==> src/rtl/fetch_unit.sv <==
// Instruction-fetch stage: owns the PC, addresses the combinational instruction memory and holds
// one fetched instruction for decode. Optional misaligned-redirect fault: FETCH_ALIGN_CHECK_EN.
module fetch_unit #(
    parameter int unsigned ADDR_W    = 11,
    parameter logic [31:0] RESET_PC  = 32'h0000_0000,
    parameter logic [31:0] NOP_INSTR = 32'h0000_0013
) (
    input  logic              clk,
    input  logic              rst,
    input  logic              en,
    output logic [ADDR_W-1:0] imem_addr,
    input  logic [31:0]       imem_instr,
    input  logic              redirect_valid,
    input  logic [31:0]       redirect_pc,
    output logic              out_valid,
    input  logic              out_ready,
    output logic [31:0]       out_instr,
    output logic [31:0]       out_pc,
    output logic              fault
);

    logic [31:0] r_pc, r_pc_d;
    logic        r_out_valid, r_out_valid_d;
    logic [31:0] r_out_instr, r_out_instr_d;
    logic [31:0] r_out_pc, r_out_pc_d;
    logic        r_fault, r_fault_d;
    logic        w_load;
    logic        w_misalign;

`ifdef FETCH_ALIGN_CHECK_EN
    assign w_misalign = redirect_valid & (redirect_pc[1:0] != 2'b00);
`else
    // Low target bits are dropped silently in this build.
    logic w_unused_lo;
    assign w_unused_lo = ^redirect_pc[1:0];
    assign w_misalign  = 1'b0;
`endif

    assign w_load = en & ~r_fault & ~redirect_valid & (~r_out_valid | out_ready);

    always_comb begin
        r_pc_d        = r_pc;
        r_out_valid_d = r_out_valid;
        r_out_instr_d = r_out_instr;
        r_out_pc_d    = r_out_pc;
        r_fault_d     = r_fault | w_misalign;
        if (redirect_valid) begin
            // Flush wins even over a same-cycle handshake; decode still sees it as consumed.
            r_pc_d        = {redirect_pc[31:2], 2'b00};
            r_out_valid_d = 1'b0;
            r_out_instr_d = NOP_INSTR;
        end else if (w_load) begin
            r_out_instr_d = imem_instr;
            r_out_pc_d    = r_pc;
            r_out_valid_d = 1'b1;
            r_pc_d        = r_pc + 32'd4;
        end else if (r_out_valid && out_ready) begin
            r_out_valid_d = 1'b0;
        end
    end

    always_ff @(posedge clk or posedge rst) begin
        if (rst) begin
            r_pc        <= RESET_PC;
            r_out_valid <= 1'b0;
            r_out_instr <= NOP_INSTR;
            r_out_pc    <= 32'h0000_0000;
            r_fault     <= 1'b0;
        end else begin
            r_pc        <= r_pc_d;
            r_out_valid <= r_out_valid_d;
            r_out_instr <= r_out_instr_d;
            r_out_pc    <= r_out_pc_d;
            r_fault     <= r_fault_d;
        end
    end

    assign imem_addr = r_pc[ADDR_W+1:2];
    assign out_valid = r_out_valid;
    assign out_instr = r_out_instr;
    assign out_pc    = r_out_pc;
    assign fault     = r_fault;

endmodule

==> config.mk <==
export PLATFORM = sky130hd
export DESIGN_NAME = fetch_unit
export DESIGN_NICKNAME = d
export VERILOG_FILES = /design/src/rtl/fetch_unit.sv
export SDC_FILE = /design/constraint.sdc
export NUM_CORES = 1
export LEC_CHECK = 0
export ABC_CLOCK_PERIOD_IN_PS = 3100
export BUFFER_PORTS_ARGS = -buffer_cell sky130_fd_sc_hd__buf_4
export CELL_PAD_IN_SITES_DETAIL_PLACEMENT = 1
export CELL_PAD_IN_SITES_GLOBAL_PLACEMENT = 2
export CORE_UTILIZATION = 25
export DETAILED_ROUTE_END_ITERATION = 10
export HOLD_SLACK_MARGIN = 0.05
export PLACE_DENSITY_LB_ADDON = 0.1
export SKIP_CTS_REPAIR_TIMING = 1
export SLEW_MARGIN = 20
export SYNTH_ARGS = -nofsm -noshare
export SYNTH_HDL_FRONTEND = slang
export SYNTH_SLANG_ARGS = --single-unit
==> constraint.sdc <==
create_clock -name clk -period 3.1 [get_ports clk]
set_input_delay 0.31 -clock clk [delete_from_list [all_inputs] [get_ports clk]]
set_output_delay 0.31 -clock clk [all_outputs]
set_load 0.01 [all_outputs]
# Word-level counts from Yosys, hierarchy flattened
# Cells that the tools add are included.
# totals
output_inout_bits	77
in_bits	69
elab_cells	21
ff_bits	97
# op_classes
add_sub_neg	1
n_mux	7
n_reduce_logical	4
n_bitwise	5
# ops
cell	n
2-to-1 mux 32 bit	4
adder 32 x 3 -> 32 bit (second input constant)	1
2-to-1 mux 1 bit	3
nonzero test 3 bit	1
bitwise AND 1 bit	2
inverter 1 bit	2
AND reduction 2 bit	1
nonzero test 2 bit	1
logical AND 1 bit	1
bitwise OR 1 bit	1

# Depth between registers and ports, before layout
# Gate-level depths: netlist of run 1.
# logic_depth
depth_word	5
depth_mapped	7
depth_no_buf	6

# Worst setup path before layout of run 1
# OpenSTA, ideal clock, no wires.
# synth_timing
path_type	register -> register
from	reg r_pc[4]
to	reg r_pc[25]
arrival_time_ps	1675
path_slack_ps	1300
stages_incl_launch_ff	7
synth_period_minus_slack_ps	1800
setup_ps	125
path_buffers	1
t_required_ps	2975
cell_sequence	dfrtp_1 > nand3_1 > or3_1 > buf_2 > nor4_1 > xor2_1 > mux2_2
# synth_between
elab_chain_len	3
# synth_rtl
item	line_no	rtl
start: declaration	22	logic [31:0] r_pc, r_pc_d;
start signal: assignment	70	r_pc <= r_pc_d;
adder 32 x 3 -> 32 bit	56	r_pc_d = r_pc + 32'd4;
2-to-1 mux 32 bit	52	end else if (w_load) begin
2-to-1 mux 32 bit	47	if (redirect_valid) begin
# Every way passes these cells. The select of a mux whose other input is x is not followed.
# A chain may end at the register's enable or synchronous reset.

# Worst setup path after layout of run 1
# Ends and elaborated chain as after synthesis.

==> results.py, run 1 <==
metrics = {
    "critical_path": {
        "start_kind": "flip-flop",
        "cp_top_family": "simple AND/OR/NAND/NOR gates",
        "critPathMaxStageDelay_ns": 0.58,
        "worstSetupEndpointType": "flip-flop",
        "crit_chain": "nand3_1 > or3_1 > nor4_1 > xor2_1 > mux2_2",
        "ff2ff_setup_slack_ns": 1.01,
        "crit_fanout": 7,
        "worstSetupPathType": "flip-flop to flip-flop",
        "crit_slowest_cell": "or3_1",
        "critPathArrivalTime_ns": 2.32,
        "worstPathBufferInverterCount": 0,
        "required_ns": 3.33,
    },
    "cts": {
        "cts_root_buf": "clkbuf_16",
        "cts.path.max_buffers": 2,
        "path_clk_slew_ns": 0.07,
        "tritoncts": "done",
        "clock_latency_ns": 0.35,
        "cts_sinks": 93,
        "cts_made_buffers": 9,
        "htree_levels": 3,
    },
    "power_and_ir_drop": {
        "power.share.clock": 0.364,
        "combPwrFrac": 0.186,
        "p_int_w": 0.00240,
        "p_sw_frac": 0.270,
        "p_sw_w": 0.000890,
        "totalPowerFinal_w": 0.00329,
        "p_seq_frac": 0.450,
        "peakVddDrop_uv": 238,
        "leakagePower_nw": 2.62,
        "p_per_area_nw_per_um2": 564,
    },
    "timing": {
        "hold_ws_ns": 0.168,
        "hold_viol": 0,
        "fin_crit_sh": 0.673,
        "fin_tns_setup_ns": 0,
        "rsz0062_at_grt": "no",
        "skew_ns": 0.00845,
        "slew_violations": 0,
        "slew_headroom": 0.487,
        "setup_ws_ns": 1.01,
        "finalCriticalPeriod_ns": 2.09,
        "worst_pin_slew_ns": 0.769,
        "setup_viol_count_final": 0,
        "timing.fmax_mhz": 479,
    },
    "logic_synthesis": {
        "yosys.area.top_type": "dfrtp_1",
        "yosysTopAreaCellShare": 0.525,
        "syn_area_sq_um": 4290,
        "synth.area.top_cells": "dfrtp_1, nand2_1, mux2_2, xnor2_1, a21oi_1",
        "syn_inst": 420,
        "syn_area_per_cell_sq_um": 10.2,
        "synth_seq_cells": 93,
        "ys_types": 36,
        "yosysSeqAreaShare": 0.543,
        "yosysWarnings": 0,
    },
    "min_path": {
        "hp-class": "primary input to flip-flop",
    },
    "global_route": {
        "top_usage_layer": "met2",
        "grt_use_met3": 0.0521,
        "met1_usage": 0.190,
        "grt_pass1_wl_mm": 20.7,
        "antenna_found_initial": 0,
        "grt_util_all_layers": 0.152,
        "grt_util_met2": 0.239,
        "gr-total-overflow": 0,
        "grt_pass1_vias": 3758,
        "grt_max_degree": 58,
    },
    "routing": {
        "ant_nets": 0,
        "drc": 0,
        "drt_iter0_drc": 156,
        "via_count": 3491,
        "vias_per_cell": 4.53,
        "first_pass_iters": 5,
        "drt-total-wl_mm": 12.6,
        "drt-wirelength-per-cell_um": 16.3,
    },
    "cells_and_area": {
        "mostFrequentLayoutCells": "buf_4, nand2_1, dfrtp_1",
        "drive_above_1_share": 0.373,
        "final_util": 0.349,
        "final_common_cell": "buf_4",
        "area_delta_synth_final_pct": 35.9,
        "finish.net_count": 615,
        "n_antenna_cell": 0,
    },
    "floorplan": {
        "ios": 146,
        "die-height_um": 133,
        "start_util": 0.257,
        "design.die.area_sq_um": 17700,
        "die_x_um": 133,
        "placementRows": 47,
        "coreArea_sq_um": 16700,
    },
    "placed_design": {
        "io_buffers": 140,
        "place_ws_ns": 1.01,
        "hpwl_mm": 8.62,
        "gp_congestion": 0.703,
    },
    "status": {
        "status": "complete, no violations",
    },
    "job": {
        "drv_cap": 0,
    },
}
==> synthesized netlist by cell type <==
| library cell | instances |
|---|---|
| clkbuf_1 | 17 |
| nor4_1 | 4 |
| ha_1 | 1 |
| dfrtp_1 | 90 |
| xor2_1 | 12 |
| nor4b_1 | 1 |
| nor4_2 | 1 |
| o21ai_1 | 3 |
| nor2_1 | 9 |
| inv_1 | 2 |
| o21ai_2 | 1 |
| nand4_1 | 12 |
| nand2_1 | 101 |
| nor4b_4 | 1 |
| xnor2_1 | 17 |
| and4_1 | 4 |
| nand3b_1 | 3 |
| mux2_2 | 33 |
| or3_1 | 1 |
| nor4_4 | 1 |
| nand4_4 | 1 |
| mux2i_1 | 1 |
| conb_1 | 1 |
| dfstp_2 | 3 |
| or4b_4 | 1 |
| nand3_1 | 11 |
| buf_2 | 2 |
| nor2b_1 | 2 |
| and2_1 | 2 |
| buf_4 | 14 |
| and3_1 | 4 |
| nand2b_1 | 1 |
| buf_1 | 4 |
| nor3_1 | 7 |
| o21ai_0 | 23 |
| a21oi_1 | 29 |
==> state kept, by name (all words and copies together), names as in the netlist <==
name	count
r_pc	30
out_instr	32
out_valid	1
out_pc	30
==> worst paths after layout <==
check                           cells past startpoint           start            to
worst max-delay path                                5         r_pc[4]      r_pc[25]
worst min-delay path                                3  redirect_pc[6]       r_pc[6]
worst max register to register                      5         r_pc[4]      r_pc[25]
worst min register to register                      2    out_instr[4]  out_instr[4]
max in group asynchronous                           4             rst  out_instr[0]
min in group asynchronous                           3             rst  out_instr[3]
==> worst min-delay path, delay by kind of cell <==
kind / cells / cell delay, ns
AND/OR/NAND/NOR: 1 / 0.04
buffers and inverters: 1 / 0.07
AO/OA/AOI/OAI: 1 / 0.06
==> cell type report <==
| class | count | area [sq um] |
|---|---|---|
| Sequential cell | 93 | 2330 |
| Timing Repair Buffer | 149 | 1130 |
| Multi-Input combinational cell | 290 | 1780 |
| Fill cell | 1938 | 10900 |
| Clock inverter | 4 | 72.6 |
| Inverter | 2 | 10.0 |
| Clock buffer | 12 | 236 |
| Tap cell | 220 | 275 |
==> power by group through the flow <==
stage | Clock, W | Sequential [W] | Combinational (W)
after floorplan | 0 | 0.00153 | 0.000269
after global placement | 0 | 0.00150 | 0.000619
after detailed placement | 0 | 0.00151 | 0.000627
after CTS | 0.00124 | 0.00149 | 0.000629
after global routing | 0.00129 | 0.00151 | 0.000677
final | 0.00120 | 0.00148 | 0.000611
==> kinds of logic after synthesis <==
family,Yosys count,synth area share
simple gates,167,0.192
compound gates,56,0.0662
xor+xnor,29,0.0592
fa+ha+maj,1,0.00291
flops,93,0.543
mux,34,0.0889
other cells,1,0.000874
buf+inv,39,0.0469
==> metrics by stage <==
stage | cell area, sq um | instances
global placement | 5520 | 753
detailed placement | 5520 | 753
global route | 5830 | 770
finish | 5830 | 770
CTS | 5820 | 769
floorplan | 4300 | 422
==> layer usage <==
metal / part of all wire / vias up
li1: - / 1650
met1: 0.45 / 1734
met2: 0.46 / 96
met3: 0.075 / 11
met4: 0.016 / 0
met5: 0 / -
Note: power is estimated with default switching activity, not from simulation.
==> run 2: changes to the inputs <==
--- a/config.mk
+++ b/config.mk
@@ -5,7 +5,8 @@
 export SDC_FILE = /design/constraint.sdc
 export NUM_CORES = 1
 export LEC_CHECK = 0
-export ABC_CLOCK_PERIOD_IN_PS = 3100
+export ABC_AREA = 1
+export ABC_CLOCK_PERIOD_IN_PS = 1700
 export BUFFER_PORTS_ARGS = -buffer_cell sky130_fd_sc_hd__buf_4
 export CELL_PAD_IN_SITES_DETAIL_PLACEMENT = 1
 export CELL_PAD_IN_SITES_GLOBAL_PLACEMENT = 2
==> constraint.sdc (replaced) <==
create_clock -name clk -period 1.7 [get_ports clk]
set_input_delay 0.17 -clock clk [delete_from_list [all_inputs] [get_ports clk]]
set_output_delay 0.17 -clock clk [all_outputs]
set_load 0.01 [all_outputs]
==> results.py, run 2 <==
metrics = {
    "status": {
        "status": "finished, violations left",
        "violations": "DRC",
    },
    "placed_design": {
        "place_area_sq_um": 6040,
        "hpwl_mm": 11.5,
        "gp_congestion": 0.756,
        "io_buffers": 140,
        "dpl.cell_count": 926,
    },
    "cells_and_area": {
        "area_delta_synth_final_pct": 42.4,
        "n_antenna_cell": 0,
        "finish.net_count": 808,
        "final_util": 0.366,
        "largest_reg_flops": 32,
        "final_cell_area_sq_um": 6640,
        "fin_cells": 972,
        "drive_above_1_share": 0.289,
        "mostFrequentLayoutCells": "nand2_1, buf_4, dfrtp_1",
        "final_common_cell": "nand2_1",
    },
    "global_route": {
        "grt_pass1_vias": 4769,
        "antenna_found_initial": 0,
        "grt_util_all_layers": 0.170,
        "grt_pass1_wl_mm": 25.5,
        "gr-total-overflow": 0,
        "grt_max_degree": 39,
    },
    "critical_path": {
        "crit_start": "r_pc[3]",
        "crit_fanout": 6,
        "worstSetupPathType": "flip-flop to flip-flop",
        "critPathArrivalTime_ns": 1.81,
        "r2r_cells": 10,
        "ff2ff_setup_slack_ns": 0.14,
        "timing.rr.start": "r_pc[3]",
        "crit_end": "r_pc[26]",
        "start_kind": "flip-flop",
        "r2r-end": "r_pc[26]",
        "worstSetupEndpointType": "flip-flop",
        "required_ns": 1.95,
    },
    "logic_synthesis": {
        "synthArstFlopShare": 1.00,
        "syn_area_sq_um": 4660,
        "yosysMostFrequentCell": "nand2_1",
        "synthMuxAreaShare": 0,
        "syn_inst": 571,
        "yosysTopAreaCellShare": 0.483,
        "synth.area.top_cells": "dfrtp_1, nand2_1, a22o_1, nor2_1, o21ai_0",
        "synth-compound-area-share": 0.155,
        "syn_area_per_cell_sq_um": 8.16,
        "yosysWarnings": 0,
        "synth_fa_ha_area_frac": 0.00268,
        "yosysSeqAreaShare": 0.500,
        "synth_seq_cells": 93,
        "yosys-top-cells-count": "nand2_1, dfrtp_1, nor2_1, inv_1, o21ai_0",
        "synth-xor-area-share": 0.00188,
        "ys_types": 34,
        "synth-simple-area-share": 0.250,
        "synth-edff-count": 0,
        "synth_top_family_by_area": "simple AND/OR/NAND/NOR gates",
        "synth_ff_type": "dfrtp_1",
        "yosys.area.top_type": "dfrtp_1",
    },
    "floorplan": {
        "ios": 146,
        "die_x_um": 139,
        "design.die.area_sq_um": 19200,
        "placementRows": 49,
        "die-height_um": 139,
        "start_util": 0.257,
        "coreArea_sq_um": 18100,
    },
    "routing": {
        "drt-wirelength-per-cell_um": 16.0,
        "ant_nets": 0,
        "via_count": 4392,
        "drt_iter0_drc": 128,
        "drc": 14,
        "first_pass_iters": 7,
        "drt-total-wl_mm": 15.6,
        "vias_per_cell": 4.52,
    },
    "power_and_ir_drop": {
        "p_per_area_nw_per_um2": 929,
        "totalPowerFinal_w": 0.00617,
        "leakagePower_nw": 3.28,
        "peakVddDrop_uv": 446,
    },
    "timing": {
        "fin_crit_sh": 0.920,
        "rsz0062_at_grt": "yes",
        "timing.fmax_mhz": 640,
        "hold_viol": 0,
        "slew_violations": 0,
        "finalCriticalPeriod_ns": 1.56,
        "skew_ns": 0.00834,
        "setup_viol_count_final": 0,
    },
    "cts": {
        "cts_made_buffers": 9,
        "cts.path.max_buffers": 2,
        "tritoncts": "done",
        "cts_sinks": 93,
        "cts_root_buf": "clkbuf_16",
        "path_clk_slew_ns": 0.07,
        "clock_latency_ns": 0.35,
        "htree_levels": 3,
    },
    "min_path": {
        "hp-class": "primary input to flip-flop",
        "hold_path_depth": 2,
        "worstHoldStart": "imem_instr[1]",
    },
    "job": {
        "drv_cap": 0,
    },
}
==> run 2: power by group <==
| group | internal, W | switching [W] | total [W] |
|---|---|---|---|
| combinational | 0.000701 | 0.000780 | 0.00148 |
| sequential | 0.00248 | 0.000219 | 0.00270 |
| clock | 0.00101 | 0.000972 | 0.00199 |
==> run 2: worst min-delay path by stage <==
stage	end
6_report	out_instr[1]
3_5_place_dp	out_instr[3]
4_1_cts	out_instr[28]
5_1_grt	out_instr[4]
2_1_floorplan	out_valid
3_3_place_gp	out_instr[28]
==> run 2: metrics by stage <==
step                setup slack, ns  setup TNS, ns  hold WS [ns]
floorplan                     0.275              0         0.299
detailed placement           0.0995              0         0.171
global placement              0.123              0         0.164
CTS                          0.0743              0        -0.219
finish                        0.137              0        0.0507
global route               -0.00348       -0.00348        0.0510
==> run 2: area by class of cell <==
class                           count  area [sq um]
Sequential cell                    93          2330
Timing Repair Buffer              193          1600
Tap cell                          229           287
Inverter                           51           195
Multi-Input combinational cell    390          1940
Clock buffer                        9           225
Fill cell                        2155         11500
Clock inverter                      7          57.6
==> run 2: layer usage <==
layer / wire length [um] / vias to the layer above / track usage
met5: 0 / - / 0
met4: 202 / 0 / 0.0526
met3: 918 / 12 / 0.0439
met2: 7290 / 113 / 0.280
met1: 7180 / 2098 / 0.218
li1: - / 2169 / -
==> run 2: worst max-delay path, stage by stage, from the launching register on <==
cell,delay [ns]
dfrtp_1,0.41
ha_2,0.21
inv_1,0.07
nor2_4,0.16
nand2_4,0.11
nor2_4,0.18
nand4_1,0.10
nand2_1,0.08
nand2_1,0.05
nand2_1,0.06
inv_1,0.03
==> run 2: kinds of logic after synthesis <==
family | Yosys count
adder cells (fa/ha/maj) | 1
flip-flops | 93
AO/OA/AOI/OAI | 112
XOR/XNOR | 1
other | 1
AND/OR/NAND/NOR | 273
buffers and inverters | 90
